===== src/rtl/muldiv_pkg.sv =====
// muldiv_pkg: shared definitions for the iterative RV32M multiply/divide unit.
// Holds the funct3 op encodings, the FSM state enum and the default XLEN.
package muldiv_pkg;

  localparam int XLEN_DEFAULT = 32;

  // RV32M funct3 encodings
  typedef enum logic [2:0] {
    OP_MUL    = 3'd0,
    OP_MULH   = 3'd1,
    OP_MULHSU = 3'd2,
    OP_MULHU  = 3'd3,
    OP_DIV    = 3'd4,
    OP_DIVU   = 3'd5,
    OP_REM    = 3'd6,
    OP_REMU   = 3'd7
  } op_e;

  typedef enum logic [1:0] {
    IDLE = 2'd0,
    RUN  = 2'd1,
    DONE = 2'd2
  } state_e;

  // funct3[2] separates the divide/remainder group from the multiplies
  function automatic logic is_div_op(input op_e o);
    return o[2];
  endfunction

endpackage


===== src/rtl/muldiv_abs.sv =====
// muldiv_abs: combinational conditional two's-complement negate.
// Used both to take operand magnitudes and to re-apply the result sign.
module muldiv_abs
  import muldiv_pkg::*;
#(
  parameter int W = XLEN_DEFAULT
) (
  input  logic [W-1:0] val_i,
  input  logic         neg_i,
  output logic [W-1:0] val_o
);

  // negate when requested, otherwise pass through
  always_comb begin
    val_o = neg_i ? (~val_i + W'(1)) : val_i;
  end

endmodule


===== src/rtl/muldiv_unit.sv =====
// muldiv_unit: iterative RV32M multiply/divide, one result bit per cycle.
// Optional feature macro: MULDIV_DIV_EN (defined = divider present; undefined =
// divide ops complete at once with result 0 and an illegal pulse).
//
// Handshake: start is sampled on a rising edge whenever the FSM is not in RUN
// (IDLE or DONE); acceptance latches op and operands, later input changes are
// ignored. busy is high exactly while in RUN, and a start seen during RUN is
// dropped (no queueing). done is a registered one-cycle pulse; result is
// updated only on the edge that raises done and is held until the next one.
module muldiv_unit
  import muldiv_pkg::*;
#(
  parameter int XLEN = XLEN_DEFAULT
) (
  input  logic            clk,
  input  logic            rst,
  input  logic            start,
  input  logic [2:0]      op,
  input  logic [XLEN-1:0] rs1_val,
  input  logic [XLEN-1:0] rs2_val,
  output logic            busy,
  output logic            done,
  output logic [XLEN-1:0] result,
  output logic            illegal,
  output state_e          dbg_state_o
);

  localparam int CW = $clog2(XLEN);
  localparam logic [XLEN-1:0] SMIN = {1'b1, {(XLEN-1){1'b0}}};

  state_e            state_q, state_d;
  op_e               op_q, op_d;
  logic              neg_q, neg_d;
  logic [XLEN-1:0]   opnd_q, opnd_d;     // multiplicand (mul) or divisor (div)
  logic [2*XLEN-1:0] sr_q, sr_d;         // shared product / {remainder, quotient}
  logic [CW-1:0]     cnt_q, cnt_d;
  logic              ill_q, ill_d;       // illegal flag pending for the done pulse
  logic [XLEN-1:0]   result_q, result_d;
  logic              done_q, done_d;
  logic              illegal_q, illegal_d;

  // ---------------- input decode ----------------
  op_e             op_in;
  logic            in_div, in_rem, sgn1, sgn2, neg_in;
  logic [XLEN-1:0] mag1, mag2;

  assign op_in  = op_e'(op);
  assign in_div = is_div_op(op_in);
  assign in_rem = (op_in == OP_REM) || (op_in == OP_REMU);
  assign sgn1   = rs1_val[XLEN-1] &
                  ~((op_in == OP_MULHU) || (op_in == OP_DIVU) || (op_in == OP_REMU));
  assign sgn2   = rs2_val[XLEN-1] &
                  ((op_in == OP_MUL) || (op_in == OP_MULH) ||
                   (op_in == OP_DIV) || (op_in == OP_REM));
  // remainder follows the dividend; products and quotients follow the XOR
  assign neg_in = in_rem ? sgn1 : (sgn1 ^ sgn2);

  muldiv_abs #(.W(XLEN)) u_abs_rs1 (.val_i(rs1_val), .neg_i(sgn1), .val_o(mag1));
  muldiv_abs #(.W(XLEN)) u_abs_rs2 (.val_i(rs2_val), .neg_i(sgn2), .val_o(mag2));

  // ---------------- special cases resolved at acceptance ----------------
  logic            spec_hit, spec_ill;
  logic [XLEN-1:0] spec_val;

`ifdef MULDIV_DIV_EN
  logic div0, ovf;
  assign div0 = in_div && (rs2_val == '0);
  assign ovf  = ((op_in == OP_DIV) || (op_in == OP_REM)) &&
                (rs1_val == SMIN) && (rs2_val == '1);

  // divide-by-zero and signed overflow have architecturally fixed results
  always_comb begin
    spec_hit = div0 | ovf;
    spec_ill = 1'b0;
    if (div0) spec_val = in_rem ? rs1_val : '1;
    else      spec_val = in_rem ? '0 : SMIN;
  end
`else
  // without the divider every divide op completes at once as illegal
  always_comb begin
    spec_hit = in_div;
    spec_ill = 1'b1;
    spec_val = '0;
  end
`endif

  // ---------------- one iteration of the shared datapath ----------------
  logic [XLEN:0]     mul_sum;
  logic [2*XLEN-1:0] mul_next, step;

  assign mul_sum  = {1'b0, sr_q[2*XLEN-1:XLEN]} + {1'b0, opnd_q};
  assign mul_next = sr_q[0] ? {mul_sum, sr_q[XLEN-1:1]} : {1'b0, sr_q[2*XLEN-1:1]};

`ifdef MULDIV_DIV_EN
  logic [XLEN:0]     rem_sh;           // remainder shifted left with guard bit
  logic [XLEN+1:0]   trial;
  logic              q_bit;
  logic [XLEN-1:0]   rem_new;
  logic [2*XLEN-1:0] div_next;
  logic              unused_trial;

  assign rem_sh       = sr_q[2*XLEN-1:XLEN-1];
  assign trial        = {1'b0, rem_sh} - {2'b00, opnd_q};
  assign q_bit        = ~trial[XLEN+1];
  // the remainder always fits XLEN bits because it stays below the divisor
  assign rem_new      = q_bit ? trial[XLEN-1:0] : rem_sh[XLEN-1:0];
  assign div_next     = {rem_new, sr_q[XLEN-2:0], q_bit};
  assign unused_trial = trial[XLEN];
  assign step         = is_div_op(op_q) ? div_next : mul_next;
`else
  assign step = mul_next;
`endif

  // ---------------- result selection and sign correction ----------------
  logic [XLEN-1:0] lo, hi, sel_raw, sel_fix, res_final;
  logic            is_mulh;

  assign lo      = sr_q[XLEN-1:0];
  assign hi      = sr_q[2*XLEN-1:XLEN];
  assign is_mulh = (op_q == OP_MULH) || (op_q == OP_MULHSU) || (op_q == OP_MULHU);

  // low word for MUL and quotients, high word for MULH* and remainders
  always_comb begin
    case (op_q)
      OP_MUL, OP_DIV, OP_DIVU: sel_raw = lo;
      default:                 sel_raw = hi;
    endcase
  end

  muldiv_abs #(.W(XLEN)) u_abs_res (.val_i(sel_raw), .neg_i(neg_q), .val_o(sel_fix));

  // a 2*XLEN negate only carries into the high word when the low word is zero
  assign res_final = (is_mulh && neg_q && (lo != '0)) ? ~hi : sel_fix;

  // ---------------- FSM: next state and datapath control ----------------
  always_comb begin
    state_d   = state_q;
    op_d      = op_q;
    neg_d     = neg_q;
    opnd_d    = opnd_q;
    sr_d      = sr_q;
    cnt_d     = cnt_q;
    ill_d     = ill_q;
    result_d  = result_q;
    done_d    = 1'b0;
    illegal_d = 1'b0;
    case (state_q)
      IDLE, DONE: begin
        if (state_q == DONE) begin
          result_d  = res_final;
          done_d    = 1'b1;
          illegal_d = ill_q;
          state_d   = IDLE;
        end
        if (start) begin
          op_d   = op_in;
          cnt_d  = '0;
          ill_d  = spec_hit & spec_ill;
          opnd_d = in_div ? mag2 : mag1;
          if (spec_hit) begin
            // both halves carry the fixed value so either word selection works
            sr_d    = {spec_val, spec_val};
            neg_d   = 1'b0;
            state_d = DONE;
          end else begin
            sr_d    = in_div ? {{XLEN{1'b0}}, mag1} : {{XLEN{1'b0}}, mag2};
            neg_d   = neg_in;
            state_d = RUN;
          end
        end
      end
      RUN: begin
        sr_d  = step;
        cnt_d = cnt_q + 1'b1;
        if (cnt_q == CW'(XLEN - 1)) state_d = DONE;
      end
      default: state_d = IDLE;
    endcase
  end

  // state and datapath registers with synchronous reset
  always_ff @(posedge clk) begin
    if (rst) begin
      state_q   <= IDLE;
      op_q      <= OP_MUL;
      neg_q     <= 1'b0;
      opnd_q    <= '0;
      sr_q      <= '0;
      cnt_q     <= '0;
      ill_q     <= 1'b0;
      result_q  <= '0;
      done_q    <= 1'b0;
      illegal_q <= 1'b0;
    end else begin
      state_q   <= state_d;
      op_q      <= op_d;
      neg_q     <= neg_d;
      opnd_q    <= opnd_d;
      sr_q      <= sr_d;
      cnt_q     <= cnt_d;
      ill_q     <= ill_d;
      result_q  <= result_d;
      done_q    <= done_d;
      illegal_q <= illegal_d;
    end
  end

  assign busy        = (state_q == RUN);
  assign done        = done_q;
  assign result      = result_q;
  assign illegal     = illegal_q;
  assign dbg_state_o = state_q;

endmodule

===== config.mk =====
export PLATFORM = sky130hd
export DESIGN_NAME = muldiv_unit
export DESIGN_NICKNAME = d
export VERILOG_FILES = /design/src/rtl/muldiv_pkg.sv /design/src/rtl/muldiv_abs.sv /design/src/rtl/muldiv_unit.sv
export SDC_FILE = /design/constraint.sdc
export NUM_CORES = 1
export LEC_CHECK = 0
export CAP_MARGIN = 20
export CORE_MARGIN = 10
export CORE_UTILIZATION = 55
export DETAILED_ROUTE_END_ITERATION = 7
export PLACE_DENSITY_LB_ADDON = 0.25
export RECOVER_POWER = 100
export SYNTH_ARGS = -nofsm -noshare
export SYNTH_HDL_FRONTEND = slang
export SYNTH_HIERARCHICAL = 1
export SYNTH_SLANG_ARGS = --single-unit

===== constraint.sdc =====
create_clock -name clk -period 3.8 [get_ports clk]
set_clock_uncertainty 0.2 [all_clocks]
set_input_delay 0.76 -clock clk [delete_from_list [all_inputs] [get_ports clk]]
set_output_delay 0.76 -clock clk [all_outputs]
set_load 0.01 [all_outputs]

# After elaboration in Yosys (flattened, before gate mapping)
# Cells that the tools add are included.
# W data, S select, Z words.
dict set report totals {
  register_bits 142
  latch_bits 0
  mem_bits_rw 0
  rom_bits 0
  inputBits 70
  out_inout_bits 37
  elab_cells 85
  mem_count 0
}
dict set report op_classes {
  n_addsub 5
  multipliers 0
  n_div 0
  n_lt_le_gt_ge 0
  eq_ne 17
  n_shift 0
  mux 20
  bitwise 10
  reduce_logical 23
}
# op count
set ops {}
lappend ops {{$mux W32} 7}
lappend ops {{$mux W64} 2}
lappend ops {{$not A32 Y32} 4}
lappend ops {{$pmux W64 S2} 1}
lappend ops {{$add A32 B1 Y32 const B} 3}
lappend ops {{$add A32 B32 Y33} 1}
lappend ops {{$reduce_bool A32 Y1} 1}
lappend ops {{$eq A3 B3 Y1 const B} 6}
lappend ops {{$pmux W5 S2} 1}
lappend ops {{$eq A3 B2 Y1 const B} 3}
lappend ops {{$logic_or A1 B1 Y1} 8}
lappend ops {{$mux W2} 4}
lappend ops {{$reduce_and A2 Y1} 4}
lappend ops {{$eq A3 B1 Y1 const B} 2}
lappend ops {{$logic_not A3 Y1} 2}
lappend ops {{$reduce_or A3 Y1} 2}
lappend ops {{$add A5 B1 Y5 const B} 1}
lappend ops {{$eq A5 B5 Y1 const B} 1}
lappend ops {{$mux W5} 1}
lappend ops {{$pmux W2 S2} 1}
lappend ops {{$reduce_or A2 Y1} 2}
lappend ops {{$mux W1} 3}
lappend ops {{$ne A3 B3 Y1 const B} 1}
lappend ops {{$not A1 Y1} 3}
lappend ops {{9 further kinds} 11}

# Longest topological paths before layout
# Gate-level depths: netlist of the first run.
dict set report logic_depth {
  depth_word 9
  depth_mapped 13
  mapped_depth_nobuf 12
}

# By module
# Netlist of the first run, hierarchy kept.
# module instances cells_per_inst area_each_um2 seq_area_each_um2
set by_module_without_submodules {}
lappend by_module_without_submodules {muldiv_unit 1 995 8127.8 2822.7}
lappend by_module_without_submodules {muldiv_abs 3 99 777.0 0.0}

# Worst setup path after synthesis of the first run
# OpenSTA, ideal clock, no wires.
dict set report synth_path {
  path_type {input-to-reg}
  startpoint {in op[2]}
  endpoint {reg sr_q[31]}
  setup_time_ps 142
  arrival_ps 2939
  required_time_ps 3458
  setup_slack_ps 519
  cell_stages 10
  n_path_buf 3
  cell_sequence {clkbuf_1 -> buf_1 -> mux2i_1 -> and2_1 -> buf_1 -> o41ai_2 -> xnor2_1 -> nor3b_1 -> a211oi_1 -> a211oi_1}
}
dict set report synth_via {
  elab_chain_cells 9
  elab_cells_between_ends 12
  classes_between {eq/ne (3); mux (4); bitwise (1); reduce/logical (4)}
}
# item line
set synth_rtl {}
lappend synth_rtl {{from (decl)} muldiv_unit.sv:18} ;# input logic [2:0] op,
lappend synth_rtl {{$eq A3 B1 Y1 / $logic_not A3 Y1 (equally long branches)} muldiv_unit.sv:53} ;# ((op_in == OP_MUL) || (op_in == OP_MULH) ||
lappend synth_rtl {{$logic_or A1 B1 Y1 (2 in a row)} muldiv_unit.sv:53}
lappend synth_rtl {{$logic_or A1 B1 Y1 *} muldiv_unit.sv:54} ;# (op_in == OP_DIV) || (op_in == OP_REM));
lappend synth_rtl {{$and A1 B1 Y1 *} muldiv_unit.sv:52} ;# assign sgn2 = rs2_val[XLEN-1] &
lappend synth_rtl {{via sgn2} muldiv_unit.sv:44} ;# logic in_div, in_rem, sgn1, sgn2, neg_in;
lappend synth_rtl {{$mux W32 *} muldiv_abs.sv:15} ;# val_o = neg_i ? (~val_i + W'(1)) : val_i;
lappend synth_rtl {{via mag2[31]} muldiv_unit.sv:45} ;# logic [XLEN-1:0] mag1, mag2;
lappend synth_rtl {{$mux W32 *} muldiv_unit.sv:160} ;# if (spec_hit) begin
lappend synth_rtl {{$mux W64 *} muldiv_unit.sv:155} ;# if (start) begin
lappend synth_rtl {{$pmux W64 S2 *} muldiv_unit.sv:147} ;# case (state_q)
lappend synth_rtl {{to (signal assigned)} muldiv_unit.sv:199} ;# sr_q <= sr_d;
lappend synth_rtl {{to (decl)} muldiv_unit.sv:35} ;# logic [2*XLEN-1:0] sr_q, sr_d;
# The timed path passes the listed nets; every way through them passes the cells marked *. The select of a mux whose other input is x is not followed.
# A chain may end at the register's enable or synchronous reset.

# Worst setup path in the final report of the first run
dict set report layout_path {
  startpoint {reg op_q[2]}
  endpoint {reg result_q[30] (netlist: result[30])}
}
dict set report layout_via {
  elab_chain_cells 7
  elab_cells_between_ends 16
  classes_between {add/sub (1); eq/ne (5); mux (3); bitwise (1); reduce/logical (6)}
}
# item line
set layout_rtl {}
lappend layout_rtl {{from (decl)} muldiv_unit.sv:32} ;# op_e op_q, op_d;
lappend layout_rtl {{from (signal assigned)} muldiv_unit.sv:196} ;# op_q <= op_d;
lappend layout_rtl {{$eq A3 B3 Y1 / $logic_not A3 Y1 (equally long branches)} muldiv_unit.sv:124} ;# case (op_q)
lappend layout_rtl {{$reduce_or A3 Y1 *} muldiv_unit.sv:124}
lappend layout_rtl {{$mux W32 *} muldiv_unit.sv:124}
lappend layout_rtl {{via sel_raw[0]} muldiv_unit.sv:115} ;# logic [XLEN-1:0] lo, hi, sel_raw, sel_fix, res_final;
lappend layout_rtl {{$not A32 Y32 *} muldiv_abs.sv:15}
lappend layout_rtl {{$add A32 B1 Y32 *} muldiv_abs.sv:15}
lappend layout_rtl {{$mux W32 *} muldiv_abs.sv:15}
lappend layout_rtl {{via sel_fix[30]} muldiv_unit.sv:115}
lappend layout_rtl {{$mux W32 *} muldiv_unit.sv:133} ;# assign res_final = (is_mulh && neg_q && (lo != '0)) ? ~hi : sel_fix;
lappend layout_rtl {{to (signal assigned)} muldiv_unit.sv:202} ;# result_q <= result_d;
lappend layout_rtl {{to (decl)} muldiv_unit.sv:38} ;# logic [XLEN-1:0] result_q, result_d;
# The timed path passes the listed nets; every way through them passes the cells marked *.

==> results_dict.tcl, run 1 <==
set metrics [dict create \
    io_pins 107 \
    area_growth_pct 16.90 \
    synth_nets 1400 \
    critPathArrivalTime_ns 3.60 \
    synthArstFlopShare_pct 0 \
    antenna_cells 0 \
    worst_setup_path_start_kind "register" \
    min_to "op_q[2]" \
    r2r_cells 12 \
    min-delay-start "op_q[2]" \
    avgSynthCellArea_um2 8.095 \
    finalSetupViolCount 0 \
    required_ns 3.85 \
    fin_crit_ns 3.552 \
    final_nets 1454 \
    max_freq_mhz 281.6 \
    final_hold_viol_count 0 \
    ys.flop_type "dfxtp_1" \
    numPortBuffers 106 \
    rsz0062_at_grt "no" \
    register_area_mm2 0.002823 \
    syn_inst 1292 \
    routed_wl_um 29760 \
    postCtsHoldBufs 0 \
    dp.cells 1561 \
    final_cell_mix "nor2_1, dfxtp_1, nand2_1" \
    synth_top_area_share_pct 26.99 \
    irDropWorstVdd_v 0.0002712 \
    critPathSlowestCell "o41ai_1" \
    drt_iter0_markers 862 \
    endpoint_kind "register" \
    hold_path_class "register to register" \
    fin_cells 1592 \
    grt_max_degree 76 \
    worstReg2RegStart "op_q[2]" \
    die_w_um 157.9 \
    slew_viol_final 40 \
    dp_hpwl_um 22910 \
    clkTransAtPathRegs_ns 0.06 \
    powerDensity_mw_per_mm2 354.5 \
    cp_max_fo 34 \
    rows 50 \
    cts.htree.levels 4 \
    cts_resized 0 \
    die_area_mm2 0.02493 \
    fin_setup_tns_ns 0 \
    start_util_pct 55.91 \
    power_uw 4334 \
    finalCritPeriodShare_pct 93.46 \
    drc 0 \
    path_common_cell "inv_1" \
    max_slew_margin_pct -25.69 \
    reg2reg_to "result[30]" \
    reg2reg_slack_ns 0.25 \
    synth_largest_area_cell "dfxtp_1" \
    cts.sink_count 141 \
    status "finished with violations" \
    worst_pin_slew_ns 1.885 \
    ys_seq_elements 141 \
    yosysUniqueCellTypes 65 \
    first_pass_iters 8 \
    hold_path_depth 2 \
    routed_via_density 6.217 \
    failed_checks "max-capacitance violations, max-slew violations" \
    worstSkewPairLatency_ns 0.42 \
    yosys-top-cells-area "dfxtp_1, xnor2_1, nor2_1" \
    final_common_cell "nor2_1" \
    syn-cell-area_mm2 0.01046 \
    numCtsBuffers 17 \
    multiInputGateArea_mm2 0.007203 \
    criticalPathCategory "register to register" \
    grt_pass1_wl_um 47200 \
    yosys_warnings 6 \
    via_count 9898 \
    drt-wirelength-per-cell_um 18.69 \
    grt_pass1_vias 9079 \
    finish.utilization_pct 65.36 \
    grt.total_usage_pct 23.35 \
    cts_post_setup_buffers_inserted 0 \
    fill_cells 1641 \
    max_stage_delay_ns 0.51 \
    max_cap_violations 1 \
    leakage_uw 0.004673 \
    clk_path_buf_depth 2 \
    overflow 0 \
    fp.dieH_um 157.9 \
    cts_tree "done" \
    ant_nets 0 \
    antenna_found_initial 0 \
    coreArea_mm2 0.01871 \
    synth_edf_count 0 \
    seq_area_frac_synth_pct 26.99 \
    root_buffer "clkbuf_16" \
    cp_cell_sequence "inv_1, a21oi_1, buf_12, mux2_2, inv_1, ha_1, nor2b_1, nand2_1, o41ai_1, xnor2_1, a211oi_1, nor3_1" \
    place_congestion 0.9831 \
    drive_gt1_share_pct 9.278 \
]
Yosys cell counts, drive strengths merged (3+ instances only):
library cell,n
and2,4
or2b,6
o221ai,3
o21bai,3
a21o,22
a211oi,71
nand3b,5
or3,5
nor2b,6
o21a,9
mux2i,41
and3,4
nand4b,4
buf,30
xor2,12
a21oi,85
o41ai,28
o22ai,4
nand2,113
or2,4
o31ai,26
nor3,43
dfxtp,141
nand3,18
nand2b,15
inv,14
a222oi,13
o21ai,64
nor4,27
ha,37
a31oi,11
nor2,157
mux2,30
nand4,18
clkbuf,62
o211ai,4
xnor2,105
a22oi,36
layer usage:
layer	share of wire, %	GRT usage (%)	vias up
met5	0	0	-
met4	1.9	7.302	0
met3	8.4	4.559	40
met2	42	34.22	421
met1	48	33.52	4543
li1	-	-	4894
sequential cells by signal (all words and copies together) (netlist names):
name,flops
illegal,1
op_q,3
cnt_q,5
neg_q,1
result,32
opnd_q,32
done,1
dbg_state_o,2
sr_q,64
final cells by class:
class	count	area share [%]
clock buffers	17	3.479
clock inverters	14	1.607
inverters	14	0.4298
multi-input cells	1045	58.91
flip-flops and latches	141	23.09
well taps	234	2.395
repair buffers	127	10.09
where the power goes:
part | total, µW | internal (µW) | switching [µW]
clock | 1740 | 1090 | 645
sequential | 1640 | 1560 | 79.4
combinational | 959 | 401 | 559
stage by stage:
| step | hold WS [ns] | setup WS, ns | area, µm² |
|---|---|---|---|
| floorplan | 0.2363 | 0.5189 | 10460 |
| global placement | 0.2434 | 0.3683 | 11670 |
| detailed placement | 0.2510 | 0.3167 | 11670 |
| CTS | 0.2596 | 0.4681 | 12290 |
| global route | 0.2809 | 0.1308 | 12230 |
| finish | 0.2594 | 0.2485 | 12230 |
worst max-delay path: cells and delay by family, from the launching register on:
family / cells / cell delay [ns]
flip-flops: 1 / 0.33
AO/OA/AOI/OAI: 3 / 0.97
multiplexers: 1 / 0.40
buffers and inverters: 3 / 0.39
AND/OR/NAND/NOR: 3 / 0.77
XOR/XNOR: 1 / 0.11
adder cells (fa/ha/maj): 1 / 0.18
kinds of logic (layout without fill, tap and decap cells):
kind of cell / Yosys count / in the layout / synth area share, %
simple gates: 430 / 430 / 20.67
mux: 71 / 71 / 7.154
fa+ha+maj: 38 / 38 / 4.618
buf+inv: 106 / 172 / 4.032
compound gates: 389 / 389 / 26.74
flops: 141 / 141 / 26.99
xor+xnor: 117 / 117 / 9.798
worst max path at each step:
stage | start | endpoint | cells past startpoint
global route | op_q[2] | result[27] | 10
finish | op_q[2] | result[30] | 12
global placement | rs2_val[4] | sr_q[31] | 8
CTS | op_q[2] | result[31] | 10
floorplan | op[2] | sr_q[31] | 10
detailed placement | rs2_val[4] | sr_q[31] | 8
(Power assumes the default switching activity.)
==> inputs of run 2 (changes only) <==
Settings changed: CORE_UTILIZATION 55 to 58.
==> results_dict.tcl, run 2 (synthesis results as in run 1) <==
set metrics [dict create \
    grt_max_degree 82 \
    max_cap_violations 1 \
    grt.total_usage_pct 24.48 \
    fin_setup_tns_ns 0 \
    worst_pin_slew_ns 1.662 \
    io_pins 107 \
    first_pass_iters 6 \
    final_cell_mix "nor2_1, dfxtp_1, nand2_1" \
    finalSetupViolCount 0 \
    required_ns 3.84 \
    fin_cells 1587 \
    postCtsHoldBufs 0 \
    drt-wirelength-per-cell_um 19.04 \
    die_w_um 154.3 \
    antenna_found_initial 0 \
    grt_pass1_wl_um 48650 \
    max_slew_margin_pct -10.79 \
    grt_pass1_vias 9251 \
    whs_ns 0.2855 \
    powerDensity_mw_per_mm2 368.9 \
    max_stage_delay_ns 0.59 \
    clk_path_buf_depth 2 \
    area_growth_pct 17.14 \
    critPathArrivalTime_ns 3.59 \
    irDropWorstVdd_v 0.0002888 \
    dp_hpwl_um 22960 \
    antenna_cells 0 \
    place_congestion 0.9600 \
    largest_register_ffs 64 \
    cts_tree "done" \
    final_nets 1453 \
    leakage_uw 0.004670 \
    drc 0 \
    rsz0062_at_grt "no" \
    critPathSlowestCell "nor4_4" \
    cts_post_setup_buffers_inserted 0 \
    status "finished with violations" \
    cts.sink_count 141 \
    drive_gt1_share_pct 9.278 \
    fin_crit_ns 3.551 \
    cp_cell_sequence "inv_1, a21oi_2, buf_12, mux2_1, nor4_4, nand4b_1, o41ai_2, xnor2_1, a211oi_1, nor3_1" \
    final_common_cell "nor2_1" \
    ant_nets 0 \
    endpoint_kind "register" \
    max_freq_mhz 281.6 \
    drt_iter0_markers 990 \
    routed_via_density 6.256 \
    worstSkewPairLatency_ns 0.43 \
    worst_setup_path_start_kind "register" \
    slew_viol_final 82 \
    start_util_pct 58.62 \
    cts.htree.levels 4 \
    final_hold_viol_count 0 \
    fp.dieH_um 154.3 \
    cp_max_fo 34 \
    dp.cells 1555 \
    path_delay_family "simple AND/OR/NAND/NOR gates" \
    numCtsBuffers 17 \
    rows 49 \
    finalCritPeriodShare_pct 93.45 \
    criticalPathCategory "register to register" \
    hold_path_class "register to register" \
    largest_register "sr_q" \
    overflow 0 \
    cts_resized 0 \
    path_buf_inv 2 \
    die_area_mm2 0.02380 \
    numPortBuffers 106 \
    via_count 9928 \
    clkTransAtPathRegs_ns 0.06 \
    routed_wl_um 30210 \
    root_buffer "clkbuf_16" \
    failed_checks "max-capacitance violations, max-slew violations" \
    coreArea_mm2 0.01784 \
]
==> run 2: worst register-to-register path, delay by kind of cell (launching register included) <==
kind	cells	cell delay, ns
buffers and inverters	2	0.30
AO/OA/AOI/OAI	3	0.87
AND/OR/NAND/NOR	3	1.07
multiplexers	1	0.47
flip-flops	1	0.33
XOR/XNOR	1	0.10
==> run 2: final timing paths <==
kind            from          to  slack, ns  cells past startpoint
max          op_q[2]  result[31]       0.25                     10
min          op_q[2]     op_q[2]       0.29                      2
max reg2reg  op_q[2]  result[31]       0.25                     10
min reg2reg  op_q[2]     op_q[2]       0.29                      2
==> run 2: where the power goes <==
| part | total, µW | leakage (µW) | internal, µW | switching (µW) |
|---|---|---|---|---|
| Combinational | 961 | 0.00320 | 398 | 563 |
| Clock | 1920 | 0.000318 | 1270 | 653 |
| Sequential | 1640 | 0.00115 | 1560 | 79.9 |
==> run 2: metal layers <==
layer  GRT usage, %  part of all wire (%)  wire length, µm  up-vias
met4          6.793                   1.4              433        0
met2          36.02                    43            12870      404
met3          5.463                   8.3             2501       31
met5              0                     0                0        -
met1          34.95                    48            14410     4595
li1               -                     -                -     4898
==> run 2: final cells by class <==
type | count | area, µm²
multi-input combinational | 1045 | 7196
fill | 1468 | 5589
sequential | 141 | 2823
timing repair buffer | 126 | 1206
clock buffer | 19 | 452.9
tap | 229 | 286.5
clock inverter | 13 | 235.2
inverter | 14 | 52.55
==> run 2: stage by stage <==
stage,power [µW],util (%),cell area [µm²],worst slack (ns)
2_1_floorplan,2283,-,10460,0.5189
3_3_place_gp,2610,65.27,11640,0.2568
3_5_place_dp,2626,65.36,11660,0.3015
4_1_cts,4536,69.21,12350,0.4924
5_1_grt,4684,68.67,12250,0.1518
6_report,4519,68.67,12250,0.2490
==> inputs of run 3 (changes only) <==
--- a/constraint.sdc
+++ b/constraint.sdc
@@ -4,2 +4,2 @@
 set_output_delay 0.76 -clock clk [all_outputs]
-set_load 0.01 [all_outputs]
+set_load 0.1 [all_outputs]
==> results_dict.tcl, run 3 (synthesis results as in run 1) <==
set metrics [dict create \
    criticalPathCategory "register to register" \
    finalCritPeriodShare_pct 93.94 \
    max_freq_mhz 280.1 \
    final_cell_mix "nor2_1, dfxtp_1, nand2_1" \
    critPathArrivalTime_ns 3.66 \
    grt-busiest-layer "met1" \
    via_count 9887 \
    largest_register_ffs 64 \
    routed_via_density 6.226 \
    worst_setup_path_start_kind "register" \
    clkTransAtPathRegs_ns 0.06 \
    irDropWorstVdd_v 0.0002940 \
    final_common_cell "nor2_1" \
    grt_pass1_vias 9106 \
    routed_wl_um 30010 \
    fp.dieH_um 154.3 \
    drt-wirelength-per-cell_um 18.89 \
    pre_cts_slack_ns 0.3366 \
    worst_pin_slew_ns 1.546 \
    coreArea_mm2 0.01784 \
    numPortBuffers 106 \
    hold_path_class "register to register" \
    drive_gt1_share_pct 8.756 \
    cts_post_setup_buffers_inserted 0 \
    cts_tree "done" \
    endpoint_kind "register" \
    place_congestion 0.9900 \
    rsz0062_at_grt "no" \
    worstSkewPairLatency_ns 0.43 \
    power_uw 4608 \
    cts_resized 0 \
    largest_register "sr_q" \
    numCtsBuffers 17 \
    failed_checks "max-capacitance violations, max-slew violations" \
    drc 0 \
    cp_max_fo 34 \
    root_buffer "clkbuf_16" \
    final_hold_viol_count 0 \
    powerDensity_mw_per_mm2 377.8 \
    first_pass_iters 8 \
    grt_pass1_wl_um 48240 \
    io_pins 107 \
    drt_iter0_markers 1170 \
    grt_max_degree 68 \
    fin_ws_ns 0.2305 \
    grt_util_met3_pct 5.408 \
    die_w_um 154.3 \
    grt_use_met2_pct 34.54 \
    slew_viol_final 69 \
    max_slew_margin_pct -3.094 \
    overflow 0 \
    cts.sink_count 141 \
    max_cap_violations 2 \
    antenna_cells 0 \
    fin_crit_ns 3.570 \
    ant_nets 0 \
    cts.htree.levels 4 \
    die_area_mm2 0.02380 \
    use_met1_pct 35.18 \
    postCtsHoldBufs 0 \
    area_growth_pct 16.59 \
    finalSetupViolCount 0 \
    dp_hpwl_um 22890 \
    fin_setup_tns_ns 0 \
    status "finished with violations" \
    leakage_uw 0.004667 \
    rows 49 \
    start_util_pct 58.62 \
    clk_path_buf_depth 2 \
    grt.total_usage_pct 24.26 \
    required_ns 3.89 \
    final_nets 1454 \
    antenna_found_initial 0 \
]
[run 3: cell count changes in the layout (fill, tap and decap cells not counted), moves of 3 or more]
cell	before	now
clkbuf_1	0	8
clkbuf_2	7	2
clkinv_4	0	4
clkinvlp_4	5	1
o41ai_1	18	21
o41ai_2	10	7
[run 3: routing by layer]
layer / vias to the layer above / share of wire, %
li1: 4891 / -
met1: 4545 / 47
met2: 412 / 41
met3: 39 / 9.3
met4: 0 / 1.9
met5: - / 0
[run 3: area by class of cell]
| type | instances | area [µm²] |
|---|---|---|
| Multi-Input combinational cell | 1045 | 7167 |
| Fill cell | 1521 | 5647 |
| Sequential cell | 141 | 2823 |
| Timing Repair Buffer | 127 | 1195 |
| Clock buffer | 18 | 429.2 |
| Tap cell | 229 | 286.5 |
| Clock inverter | 14 | 241.5 |
| Inverter | 14 | 52.55 |
[run 3: worst max-delay path, cell delays in order (launching register included)]
cell,delay (ns)
dfxtp_1,0.32
inv_1,0.07
a21oi_1,0.24
buf_12,0.25
mux2_1,0.42
nor3_1,0.69
nand3_1,0.31
o41ai_1,0.47
xnor2_1,0.13
a211oi_1,0.22
nor3_1,0.07
[run 3: final timing paths]
| path | startpoint | endpoint | slack (ns) | cells past startpoint |
|---|---|---|---|---|
| max | op_q[2] | result[27] | 0.23 | 10 |
| min | op_q[2] | op_q[2] | 0.26 | 2 |
| max reg2reg | op_q[2] | result[27] | 0.23 | 10 |
| min reg2reg | op_q[2] | op_q[2] | 0.26 | 2 |
[run 3: per-stage QoR]
stage	hold WS, ns	instances	cell area (µm²)	util (%)
final	0.2567	1588	12190	68.35
after global routing	0.2857	1588	12190	68.35
after CTS	0.2568	1588	12320	69.06
after detailed placement	0.2486	1556	11650	65.30
after global placement	0.2435	1555	11630	65.22
after floorplan	0.2363	1292	10460	-
[run 3: power by group]
part | switching [µW] | internal, µW | leakage, µW | total [µW]
clock | 653 | 1230 | 0.000324 | 1890
combinational | 691 | 396 | 0.00319 | 1090
sequential | 78.8 | 1560 | 0.00115 | 1630
total | 1420 | 3180 | 0.00467 | 4610
